`config.mk`:
```
export PLATFORM = sky130hd
export DESIGN_NAME = quad_decoder
export DESIGN_NICKNAME = d
export VERILOG_FILES = /design/src/rtl/quad_pkg.sv /design/src/rtl/sync2.sv /design/src/rtl/quad_decoder.sv
export SDC_FILE = /design/constraint.sdc
export NUM_CORES = 1
export LEC_CHECK = 0
export CORE_MARGIN = 5
export CORE_UTILIZATION = 47
export CTS_CLUSTER_SIZE = 20
export DETAILED_ROUTE_END_ITERATION = 10
export PLACE_DENSITY_LB_ADDON = 0.15
export SLEW_MARGIN = 15
export SYNTH_ARGS = -nofsm -noshare
export SYNTH_HDL_FRONTEND = slang
export SYNTH_HIERARCHICAL = 1
export SYNTH_SLANG_ARGS = --single-unit
export TNS_END_PERCENT = 50
```
`constraint.sdc`:
```
create_clock -name CLK -period 3.4 [get_ports CLK]
set_clock_uncertainty 0.2 [all_clocks]
set_input_delay 0.68 -clock CLK [delete_from_list [all_inputs] [get_ports CLK]]
set_output_delay 0.68 -clock CLK [all_outputs]
set_load 0.02 [all_outputs]
```
`src/rtl/quad_pkg.sv`:
```
// Shared types for the quadrature decoder: the phase pair {A,B}, the four
// Gray phase constants, the counter direction encoding, and a helper that
// classifies one phase transition.
package quad_pkg;

  typedef logic [1:0] phase_t;  // {A, B}

  localparam phase_t PH_00 = 2'b00;
  localparam phase_t PH_01 = 2'b01;
  localparam phase_t PH_11 = 2'b11;
  localparam phase_t PH_10 = 2'b10;

  // Same encoding as the up/down counter's direction input.
  localparam logic DIR_UP = 1'b0;
  localparam logic DIR_DN = 1'b1;

  typedef enum logic [1:0] {
    MV_NONE = 2'd0,
    MV_UP   = 2'd1,
    MV_ILL  = 2'd2,
    MV_DN   = 2'd3
  } move_t;

  // Up order is 00->01->11->10->00, down is the reverse; two bits changing
  // at once is illegal.
  function automatic move_t classify(input phase_t prev, input phase_t cur);
    move_t mv;
    mv = MV_ILL;
    if (prev == cur) begin
      mv = MV_NONE;
    end else begin
      case ({prev, cur})
        {PH_00, PH_01}, {PH_01, PH_11}, {PH_11, PH_10}, {PH_10, PH_00}: mv = MV_UP;
        {PH_00, PH_10}, {PH_10, PH_11}, {PH_11, PH_01}, {PH_01, PH_00}: mv = MV_DN;
        default: mv = MV_ILL;
      endcase
    end
    return mv;
  endfunction

endpackage

```
`src/rtl/sync2.sv`:
```
// Two-flop synchronizer for one asynchronous input bit; clears to 0 on reset.
module sync2 (
  input  logic CLK,
  input  logic ResetN,
  input  logic d,
  output logic q
);

  logic meta;

  // Two-stage shift register to resolve metastability.
  always_ff @(posedge CLK or negedge ResetN) begin
    if (!ResetN) begin
      meta <= 1'b0;
      q    <= 1'b0;
    end else begin
      meta <= d;
      q    <= meta;
    end
  end

endmodule

```
`src/rtl/quad_decoder.sv`:
```
// Quadrature decoder: synchronizes A/B, optionally glitch-filters them,
// and turns Gray phase transitions into a wrapping position count with
// direction, step pulse and a sticky illegal-transition flag.
// Optional glitch filter: define QUAD_FILTER_EN.
module quad_decoder
  import quad_pkg::*;
#(
  parameter int WIDTH       = 4,
  parameter int FILT_CYCLES = 3
) (
  input  logic             CLK,
  input  logic             ResetN,
  input  logic             A,
  input  logic             B,
  input  logic             Clear,
  output logic [WIDTH-1:0] Q,
  output logic             DNUP,
  output logic             Step,
  output logic             Err
);

  if (FILT_CYCLES < 2 || FILT_CYCLES > 15) begin : g_filt_range
    $error("quad_decoder: FILT_CYCLES must be in 2..15");
  end

  // Cycles after reset release until cur reflects the pins; until then prev
  // just tracks cur so an idle non-00 input is absorbed without a count.
`ifdef QUAD_FILTER_EN
  localparam logic [2:0] WARM_DONE = 3'd4;
`else
  localparam logic [2:0] WARM_DONE = 3'd3;
`endif

  logic   a_s;
  logic   b_s;
  phase_t raw;
  phase_t cur;
  phase_t prev;
  logic [2:0] warm;
  logic   ready;
  move_t  mv;

  sync2 u_sync_a (.CLK(CLK), .ResetN(ResetN), .d(A), .q(a_s));
  sync2 u_sync_b (.CLK(CLK), .ResetN(ResetN), .d(B), .q(b_s));

  assign raw   = {a_s, b_s};
  assign ready = (warm == WARM_DONE);

  // Warm-up counter: saturates once the synchronized sample is trustworthy.
  always_ff @(posedge CLK or negedge ResetN) begin
    if (!ResetN) begin
      warm <= 3'd0;
    end else if (!ready) begin
      warm <= warm + 3'd1;
    end
  end

`ifdef QUAD_FILTER_EN
  localparam logic [3:0] FILT_LAST = 4'(FILT_CYCLES - 1);

  logic [3:0] cnt_a;
  logic [3:0] cnt_b;

  // Per-phase filter: cur follows a bit only after FILT_CYCLES consecutive
  // samples that differ from it; during warm-up cur tracks raw directly.
  always_ff @(posedge CLK or negedge ResetN) begin
    if (!ResetN) begin
      cur   <= PH_00;
      cnt_a <= 4'd0;
      cnt_b <= 4'd0;
    end else if (!ready) begin
      cur   <= raw;
      cnt_a <= 4'd0;
      cnt_b <= 4'd0;
    end else begin
      if (raw[1] != cur[1]) begin
        if (cnt_a == FILT_LAST) begin
          cur[1] <= raw[1];
          cnt_a  <= 4'd0;
        end else begin
          cnt_a <= cnt_a + 4'd1;
        end
      end else begin
        cnt_a <= 4'd0;
      end
      if (raw[0] != cur[0]) begin
        if (cnt_b == FILT_LAST) begin
          cur[0] <= raw[0];
          cnt_b  <= 4'd0;
        end else begin
          cnt_b <= cnt_b + 4'd1;
        end
      end else begin
        cnt_b <= 4'd0;
      end
    end
  end
`else
  assign cur = raw;
`endif

  assign mv = classify(prev, cur);

  // Decode register: Clear wins over any step; prev always follows cur.
  always_ff @(posedge CLK or negedge ResetN) begin
    if (!ResetN) begin
      prev <= PH_00;
      Q    <= '0;
      DNUP <= DIR_UP;
      Step <= 1'b0;
      Err  <= 1'b0;
    end else begin
      prev <= cur;
      Step <= 1'b0;
      if (Clear) begin
        Q   <= '0;
        Err <= 1'b0;
      end else if (ready) begin
        case (mv)
          MV_UP: begin
            Q    <= Q + WIDTH'(1);
            DNUP <= DIR_UP;
            Step <= 1'b1;
          end
          MV_DN: begin
            Q    <= Q - WIDTH'(1);
            DNUP <= DIR_DN;
            Step <= 1'b1;
          end
          MV_ILL:  Err <= 1'b1;
          default: ;
        endcase
      end
    end
  end

endmodule

```
==> results.json, run 1 <==
{
  "criticalPathCategory": "reg2reg",
  "finalHoldViolCount": 0,
  "synth_area_um2": 846,
  "path_max_fanout": 4,
  "cts_buffers": 3,
  "status": "finished, final reports clean",
  "ir_drop_mv": 0.303,
  "ctsHoldBuffers": 0,
  "multi_input_area_um2": 422,
  "clock_latency_ns": 0.29,
  "grt_max_degree": 17,
  "seqCellArea_um2": 400,
  "vias": 543,
  "cts_htree_levels": 1,
  "grt_usage_pct": 13.5,
  "synth-adder-area-share_pct": 11.8,
  "synth.area.top_cells": "dfrtp_1 (47%), ha_1 (12%), mux2i_1 (3.6%)",
  "hold_path_class": "reg2reg",
  "num_antenna_cells": 0,
  "synth_ff_type": "dfrtp_1",
  "finalSetupViolations": 0,
  "synth_fp_nets": 80,
  "yosysWarnings": 6,
  "arrival_ns": 3.19,
  "timing.rr.start": "u_sync_a/q",
  "netlist-cell-type-count": 26,
  "synth-edff-count": 0,
  "synth-seq-cells": 16,
  "yosys-top-cells-count": "dfrtp_1 (16), ha_1 (8), nor2_1 (7)",
  "power.density_nw_per_um2": 515,
  "fill_cells": 140,
  "cts-root-buf": "clkbuf_4",
  "post-route-min-period_ns": 3.21,
  "grt_pass1_wl_mm": 2.59,
  "start_kind": "flip-flop",
  "synth-compound-area-share_pct": 7.54,
  "die_area_um2": 2750,
  "clock_sink_count": 16,
  "async_reset_ff_share_pct": 100,
  "drt_iter0_markers": 14,
  "boundaryPins": 12,
  "slew_viol_final": 0,
  "tns_ns": 0,
  "grt_overflow": 0,
  "path_clk_slew_ns": 0.08,
  "coreArea_um2": 1730,
  "reg2regPathDepth": 10,
  "synth_top_area_share_pct": 47.3,
  "die_w_um": 52.4,
  "start_util_pct": 49.0,
  "startpoint": "u_sync_a/q",
  "finalCritPeriodShare_pct": 94.5,
  "slew_headroom_pct": 53.3,
  "hold_depth": 0,
  "min_from": "u_sync_a/meta",
  "synth_xor_area_share_pct": 9.17,
  "drtPass1Iterations": 4,
  "critPathRequiredTime_ns": 3.38,
  "synth.most_common_cell": "dfrtp_1",
  "max_freq_mhz": 311,
  "p_leak_nw": 0.479,
  "place_congestion": 0.811,
  "wl_per_cell_um": 12.7,
  "final_util_pct": 59.6,
  "seq_area_frac_synth_pct": 47.3,
  "cts_tree": "done",
  "tightest_slew_ns": 0.698,
  "via_per_inst": 5.03,
  "final_nets": 97,
  "cp-end-kind": "flip-flop",
  "drive_gt1_share_pct": 15.7,
  "synth_top_cell_by_area": "dfrtp_1",
  "drt-total-wl_mm": 1.37,
  "synth_top_family_by_area": "adder cells",
  "synthToLayoutAreaGrowth_pct": 21.7,
  "syn_inst": 67,
  "antenna_found_initial": 0,
  "grt_setup_unrepaired": "false",
  "dp_hpwl_mm": 1.07,
  "synth-simple-area-share_pct": 10.8,
  "drv_cap": 0,
  "drc": 0,
  "grt_pass1_vias": 571,
  "dieHeight_um": 52.4,
  "syn_avg_cell_area_um2": 12.6,
  "ant_nets": 0,
  "synthMuxAreaShare_pct": 10.2,
  "clock_path_buffers": 2,
  "io_buffers": 11,
  "rows": 15
}
layout make-up:
type,count,share of cell area [%]
clock buffer,4,3.52
inverter,4,1.46
multi-input combinational,46,40.9
sequential,16,38.9
tap,25,3.04
timing repair buffer,13,12.2
cells by family after synthesis:
| logic type | after synthesis |
|---|---|
| DFF | 16 |
| muxes | 7 |
| AOI/OAI and AO/OA | 8 |
| adders and majority gates | 8 |
| xor gates and xnor gates | 7 |
| and+or+nand+nor | 16 |
| buffers and inverters | 5 |
what timing repair did:
action / 4_1_cts / 5_1_grt
setup endpoints to repair: 0 / 1
setup buffers: 0 / 0
gates resized for setup: 0 / 1
state kept, by name, summed over array words and instances, names as in the netlist:
name	count
Err	1
u_sync_a/meta	1
prev	2
DNUP	1
Q	4
u_sync_a/q	1
warm	3
u_sync_b/q	1
Step	1
u_sync_b/meta	1
path summary, 6_finish.rpt:
| check | endpoint | slack (ns) |
|---|---|---|
| hold / removal | u_sync_a/q | 0.16 |
| hold reg to reg | u_sync_a/q | 0.16 |
| setup reg to reg | Q[3] | 0.19 |
| setup / recovery | Q[3] | 0.19 |
| max in group asynchronous | Q[3] | 1.95 |
| min in group asynchronous | prev[1] | 0.60 |
through the flow:
| step | setup WS (ns) | hold WS, ns | total power, mW | cells | area (µm²) |
|---|---|---|---|---|---|
| 3_5_place_dp | 0.157 | 0.138 | 0.411 | 104 | 991 |
| 3_3_place_gp | 0.213 | 0.131 | 0.407 | 104 | 991 |
| 5_1_grt | 0.0226 | 0.175 | 0.572 | 108 | 1030 |
| 4_1_cts | 0.143 | 0.158 | 0.538 | 108 | 1030 |
| 6_report | 0.189 | 0.155 | 0.531 | 108 | 1030 |
| 2_1_floorplan | 0.234 | 0.131 | 0.344 | 67 | 846 |
critical path, stage by stage (launching register included):
cell	delay (ns)
dfrtp_1	0.35
inv_1	0.06
ha_1	0.34
xor3_2	0.45
o2111ai_2	0.17
nor2_2	0.17
ha_1	0.28
o21ai_0	0.08
or4b_1	0.45
a21oi_1	0.21
mux2_1	0.34
where the power goes:
part	switching (mW)	internal [mW]	leakage, nW
registers	0.0205	0.213	0.192
clock network	0.0591	0.0653	0.0210
logic	0.0848	0.0886	0.266
layout by cell type (no fill, tap or decap):
master,n
clkbuf_4,3
o31ai_1,1
and2_1,1
ha_1,8
a21oi_1,1
o2111ai_2,1
nor2b_1,1
and3_1,1
buf_4,2
nor2_2,1
a41o_2,1
o21ai_0,2
nand2_1,1
or4b_1,3
nand3b_1,1
xor2_1,3
dfrtp_1,16
a41oi_1,1
nand3_1,1
xor3_2,1
clkdlybuf4s50_1,11
mux2_1,1
mux4_2,1
mux2_2,2
nor2_1,6
clkbuf_8,1
xnor2_1,3
o22ai_1,1
mux2i_1,3
inv_1,4
routing by layer:
metal	vias up	part of all wire [%]	GRT usage [%]
li1	270	-	-
met1	257	49	16.4
met2	13	44	20.0
met3	3	5.3	6.27
met4	0	1.2	6.38
met5	-	0	0
Power figures use the tool's default switching activity.
==> inputs of run 2 (changes only) <==
--- a/config.mk
+++ b/config.mk
@@ -6,7 +6,7 @@
 export NUM_CORES = 1
 export LEC_CHECK = 0
 export CORE_MARGIN = 5
-export CORE_UTILIZATION = 47
+export CORE_UTILIZATION = 52
 export CTS_CLUSTER_SIZE = 20
 export DETAILED_ROUTE_END_ITERATION = 10
 export PLACE_DENSITY_LB_ADDON = 0.15
==> constraint.sdc (replaced) <==
create_clock -name CLK -period 3.54 [get_ports CLK]
set_clock_uncertainty 0.2 [all_clocks]
set_input_delay 0.708 -clock CLK [delete_from_list [all_inputs] [get_ports CLK]]
set_output_delay 0.708 -clock CLK [all_outputs]
set_load 0.02 [all_outputs]
==> run 2 against run 1 <==
Sequential share of layout area rose by 0.53 points. Total power fell by 4.2%. Cell count fell by 8.3%. Non-clock buffer count stayed put. Combinational power is 3% lower. Clock-buffer cell count stayed put. Core utilization increased by 7.0 points. First-iteration DRC count is 100% lower. Critical path type unchanged. Largest cell class unchanged.
==> results.json, run 2 (same netlist as run 1, synthesis figures left out) <==
{
  "drv_cap": 0,
  "comb_power_share_pct": 33.1,
  "max_freq_mhz": 315,
  "arrival_ns": 3.15,
  "drc": 0,
  "grt_setup_unrepaired": "false",
  "status": "finished, final reports clean",
  "seqCellArea_um2": 400,
  "seq_power_share_pct": 44.1,
  "tns_ns": 0,
  "grt_pass1_vias": 535,
  "vias": 540,
  "ctsHoldBuffers": 0,
  "finalCritPeriodShare_pct": 89.7,
  "start_util_pct": 55.5,
  "dp_hpwl_mm": 1.07,
  "clock_path_buffers": 2,
  "reg2regPathDepth": 10,
  "fill_cells": 119,
  "design_area_um2": 1020,
  "post-route-min-period_ns": 3.18,
  "coreArea_um2": 1520,
  "place_congestion": 0.739,
  "num_antenna_cells": 0,
  "power.density_nw_per_um2": 501,
  "largest-register": "Q",
  "cpMaxStageDelayCell": "xor3_2",
  "critPathRequiredTime_ns": 3.51,
  "final_nets": 97,
  "slew_headroom_pct": 56.0,
  "min_from": "u_sync_a/meta",
  "pre_cts_ws_ns": 0.344,
  "p_sw_share_pct": 30.8,
  "timing.rr.start": "u_sync_a/q",
  "drive_gt1_share_pct": 14.5,
  "ir_drop_mv": 0.317,
  "synthToLayoutAreaGrowth_pct": 20.1,
  "ant_nets": 0,
  "clock_sink_count": 16,
  "io_buffers": 11,
  "hold_depth": 0,
  "top_regs": "Q: 4 flops, warm: 3 flops, prev: 2 flops",
  "clock_latency_ns": 0.28,
  "cp_num_buf_inv": 1,
  "slew_viol_final": 0,
  "finalSetupViolations": 0,
  "cp_common_cell": "ha_1",
  "placed_cell_area_um2": 980,
  "via_per_inst": 5.45,
  "drt_iter0_markers": 0,
  "p_int_uw": 352,
  "clkPwrFrac_pct": 22.8,
  "crit_path_max_incr_delay_ns": 0.45,
  "grt_overflow": 0,
  "cts_buffers": 3,
  "layout_commonest_cell": "dfrtp_1",
  "grt_pass1_wl_mm": 2.33,
  "hold_end": "u_sync_a/q",
  "drt-total-wl_mm": 1.36,
  "tightest_slew_ns": 0.658,
  "reg2reg_to": "Q[3]",
  "die_area_um2": 2530,
  "path_delay_family": "adder cells",
  "largest_reg_flops": 4,
  "wl_per_cell_um": 13.7,
  "dieHeight_um": 50.3,
  "path_clk_slew_ns": 0.09,
  "cts_setup_buffers": 0,
  "r2r_slack_ns": 0.36,
  "final_util_pct": 66.7,
  "timing.final.ws_setup_ns": 0.364,
  "post_cts_resized": 0,
  "antenna_found_initial": 0,
  "cp-end-kind": "flip-flop",
  "p_leak_nw": 0.479,
  "path_max_fanout": 4,
  "boundaryPins": 12,
  "cts-root-buf": "clkbuf_4",
  "grt_max_degree": 17,
  "hold_path_class": "reg2reg",
  "start_kind": "flip-flop",
  "rows": 14,
  "worstPathCellList": "inv_1 > ha_1 > xor3_2 > o2111ai_2 > nor2_1 > ha_1 > o21ai_0 > or4b_1 > a21oi_1 > mux2_1",
  "finalHoldViolCount": 0,
  "criticalPathCategory": "reg2reg",
  "cts_tree": "done",
  "multi_input_area_um2": 419,
  "die_w_um": 50.3,
  "cts_htree_levels": 1,
  "p_sw_uw": 157,
  "drtPass1Iterations": 1,
  "grt_usage_pct": 11.9,
  "final_cell_mix": "dfrtp_1 (16), clkdlybuf4s50_1 (11), ha_1 (8)"
}
==> run 2: worst max path at each step <==
| stage | start | endpoint | slack (ns) | depth (start not counted) |
|---|---|---|---|---|
| 5_1_grt | u_sync_a/q | Q[3] | 0.23 | 10 |
| 6_report | u_sync_a/q | Q[3] | 0.36 | 10 |
| 2_1_floorplan | u_sync_a/q | Q[3] | 0.37 | 10 |
| 4_1_cts | u_sync_a/q | Q[3] | 0.35 | 10 |
| 3_5_place_dp | u_sync_a/q | Q[3] | 0.34 | 10 |
| 3_3_place_gp | u_sync_a/q | Q[3] | 0.41 | 10 |
==> run 2: layout make-up <==
type,count,share of cell area [%]
Inverter,4,1.48
Clock buffer,4,3.57
Tap cell,16,1.97
Multi-Input combinational cell,46,41.3
Timing Repair Buffer,13,12.3
Sequential cell,16,39.4
==> run 2: metal layers <==
layer / share of wire, % / vias up / track usage (%)
met5: 0 / - / 0
met4: 2.1 / 0 / 6.38
met3: 2.8 / 5 / 1.78
met2: 45 / 9 / 17.2
met1: 50 / 255 / 17.1
li1: - / 271 / -
==> run 2: power groups by stage <==
stage / sequential (mW) / clock (mW) / combinational, mW
floorplan: 0.248 / 0 / 0.0826
CTS: 0.224 / 0.121 / 0.170
detailed placement: 0.227 / 0 / 0.169
global route: 0.228 / 0.127 / 0.184
global placement: 0.227 / 0 / 0.168
finish: 0.224 / 0.116 / 0.168
==> run 2: per-stage QoR <==
stage,instances,power [mW],hold WS [ns]
finish,99,0.509,0.153
global route,99,0.539,0.166
detailed placement,95,0.396,0.135
floorplan,67,0.330,0.131
CTS,99,0.515,0.154
global placement,95,0.395,0.133
==> inputs of run 3 (changes only) <==
--- a/config.mk
+++ b/config.mk
@@ -6,13 +6,12 @@
 export NUM_CORES = 1
 export LEC_CHECK = 0
 export CORE_MARGIN = 5
-export CORE_UTILIZATION = 52
+export CORE_UTILIZATION = 51
 export CTS_CLUSTER_SIZE = 20
 export DETAILED_ROUTE_END_ITERATION = 10
 export PLACE_DENSITY_LB_ADDON = 0.15
-export SLEW_MARGIN = 15
+export SLEW_MARGIN = 20
 export SYNTH_ARGS = -nofsm -noshare
 export SYNTH_HDL_FRONTEND = slang
-export SYNTH_HIERARCHICAL = 1
 export SYNTH_SLANG_ARGS = --single-unit
 export TNS_END_PERCENT = 50
==> run 3 against run 2 <==
Global-route usage up 0.48 points. Fmax rose by 3.1%. Setup slack improved by 0.097 ns. Routed wire length stayed put. Critical path type unchanged. Highest routed layer unchanged.
==> results.json, run 3 <==
{
  "synth_top_area_share_pct": 47.4,
  "yosysWarnings": 0,
  "largest-register": "Q",
  "power.density_nw_per_um2": 508,
  "finalPower_uw": 513,
  "tns_ns": 0,
  "timing.final.ws_setup_ns": 0.461,
  "wl_per_cell_um": 13.4,
  "grt_overflow": 0,
  "final_nets": 99,
  "cts-root-buf": "clkbuf_4",
  "antenna_found_initial": 0,
  "start_util_pct": 54.8,
  "drt_iter0_markers": 9,
  "layout_commonest_cell": "dfrtp_1",
  "finalSetupViolations": 0,
  "final_cell_mix": "dfrtp_1 (16), clkdlybuf4s50_1 (11), ha_1 (8)",
  "finalCritPeriodShare_pct": 87.0,
  "post-route-min-period_ns": 3.08,
  "cpMaxStageDelayCell": "dfrtp_1",
  "max_freq_mhz": 325,
  "path_clk_slew_ns": 0.09,
  "netlist-cell-type-count": 30,
  "synth-edff-count": 0,
  "synth_ff_type": "dfrtp_1",
  "synth.most_common_cell": "dfrtp_1",
  "syn_inst": 71,
  "fill_cells": 125,
  "path_max_fanout": 6,
  "drt-total-wl_mm": 1.36,
  "status": "finished, final reports clean",
  "drtPass1Iterations": 4,
  "async_reset_ff_share_pct": 100,
  "cts_buffers": 3,
  "grt_setup_unrepaired": "false",
  "yosys-top-cells-count": "dfrtp_1 (16), ha_1 (8), nor2_1 (7)",
  "tightest_slew_ns": 0.682,
  "multi_input_area_um2": 417,
  "coreArea_um2": 1540,
  "clock_latency_ns": 0.29,
  "synth.area.top_cells": "dfrtp_1 (47%), ha_1 (12%), xnor2_1 (5.2%)",
  "clock_sink_count": 16,
  "crit_path_max_incr_delay_ns": 0.47,
  "hold_path_class": "reg2reg",
  "place_congestion": 0.661,
  "start_kind": "flip-flop",
  "num_antenna_cells": 0,
  "finalHoldViolCount": 0,
  "post_cts_resized": 0,
  "grt_max_degree": 17,
  "drv_cap": 0,
  "rows": 14,
  "criticalPathCategory": "reg2reg",
  "slew_viol_final": 0,
  "dp_hpwl_mm": 1.04,
  "synth_fp_nets": 84,
  "grt_usage_pct": 12.4,
  "clock_path_buffers": 2,
  "cts_tree": "done",
  "top_regs": "Q: 4 flops, warm: 3 flops, prev: 2 flops",
  "seq_area_frac_synth_pct": 47.4,
  "ctsHoldBuffers": 0,
  "drc": 0,
  "slew_headroom_pct": 54.4,
  "die_w_um": 50.7,
  "ant_nets": 0,
  "synthToLayoutAreaGrowth_pct": 19.6,
  "vias": 556,
  "worstPathCellList": "inv_1 > ha_1 > xnor2_1 > mux2i_2 > nand3_1 > inv_1 > ha_1 > o21a_1 > nor2_1 > o2111ai_1 > a21oi_1 > mux2_1",
  "io_buffers": 11,
  "cts_setup_buffers": 0,
  "synth_top_cell_by_area": "dfrtp_1",
  "synth_area_um2": 845,
  "critPathRequiredTime_ns": 3.51,
  "grt_pass1_vias": 534,
  "synth-seq-cells": 16,
  "grt_pass1_wl_mm": 2.41,
  "largest_reg_flops": 4,
  "path_delay_family": "adder cells",
  "cts_htree_levels": 1,
  "dieHeight_um": 50.7,
  "seqCellArea_um2": 400,
  "drive_gt1_share_pct": 12.9,
  "pre_cts_ws_ns": 0.463,
  "cp-end-kind": "flip-flop",
  "cp_num_buf_inv": 2,
  "p_leak_nw": 0.446,
  "syn_avg_cell_area_um2": 11.9,
  "die_area_um2": 2570,
  "boundaryPins": 12,
  "arrival_ns": 3.05,
  "ir_drop_mv": 0.304,
  "via_per_inst": 5.50
}
run 3: changes by cell type in the layout (fill, tap and decap cells not counted), moves of 2 or more:
cell,before,now
mux2_2,2,0
mux2i_1,3,1
nand4_1,0,2
or4b_1,3,0
xor2_1,3,1
mux2_1,1,3
xnor2_1,3,5
run 3: report_power, final:
part	leakage, nW	internal (mW)	switching [mW]
Sequential	0.192	0.204	0.0214
Clock	0.0210	0.0627	0.0576
Combinational	0.233	0.0839	0.0831
run 3: layer usage:
| metal | GRT usage (%) | part of all wire (%) | up-vias |
|---|---|---|---|
| li1 | - | - | 273 |
| met5 | 0 | 0 | - |
| met2 | 18.8 | 47 | 13 |
| met3 | 2.96 | 4.9 | 2 |
| met1 | 16.8 | 47 | 268 |
| met4 | 5.11 | 1.1 | 0 |
run 3: layout make-up:
| cell class | instances | share of cell area (%) |
|---|---|---|
| multi-input cells | 48 | 41.3 |
| flip-flops and latches | 16 | 39.7 |
| repair buffers | 12 | 11.6 |
| clock buffers | 4 | 3.59 |
| well taps | 16 | 1.98 |
| inverters | 5 | 1.86 |
run 3: cells by family (layout without fill, tap and decap cells):
family                   after synthesis  in the layout  share of synthesized area, %
AND/OR/NAND/NOR                       20             20                          14.4
multiplexers                           6              6                          9.48
buffers and inverters                  7             21                          3.26
AO/OA/AOI/OAI                          7              7                          5.48
XOR/XNOR                               7              7                          8.15
adder cells (fa/ha/maj)                8              8                          11.9
flip-flops                            16             16                          47.4
run 3: path summary, 6_finish.rpt:
path | from | end | slack [ns] | cells after the start
worst max-delay path | u_sync_a.q | Q[3] | 0.46 | 12
worst min-delay path | u_sync_b.meta | u_sync_b.q | 0.16 | 0
worst max register to register | u_sync_a.q | Q[3] | 0.46 | 12
worst min register to register | u_sync_b.meta | u_sync_b.q | 0.16 | 0
max in group asynchronous | ResetN | DNUP | 2.08 | 1
min in group asynchronous | ResetN | warm[0] | 0.63 | 1
run 3: per-stage QoR:
stage / std cells / utilization, % / cell area, µm² / hold slack [ns]
2_1_floorplan: 71 / - / 845 / 0.131
3_3_place_gp: 97 / 63.1 / 973 / 0.134
3_5_place_dp: 97 / 63.1 / 973 / 0.138
4_1_cts: 101 / 65.5 / 1010 / 0.159
5_1_grt: 101 / 65.5 / 1010 / 0.187
6_report: 101 / 65.5 / 1010 / 0.157
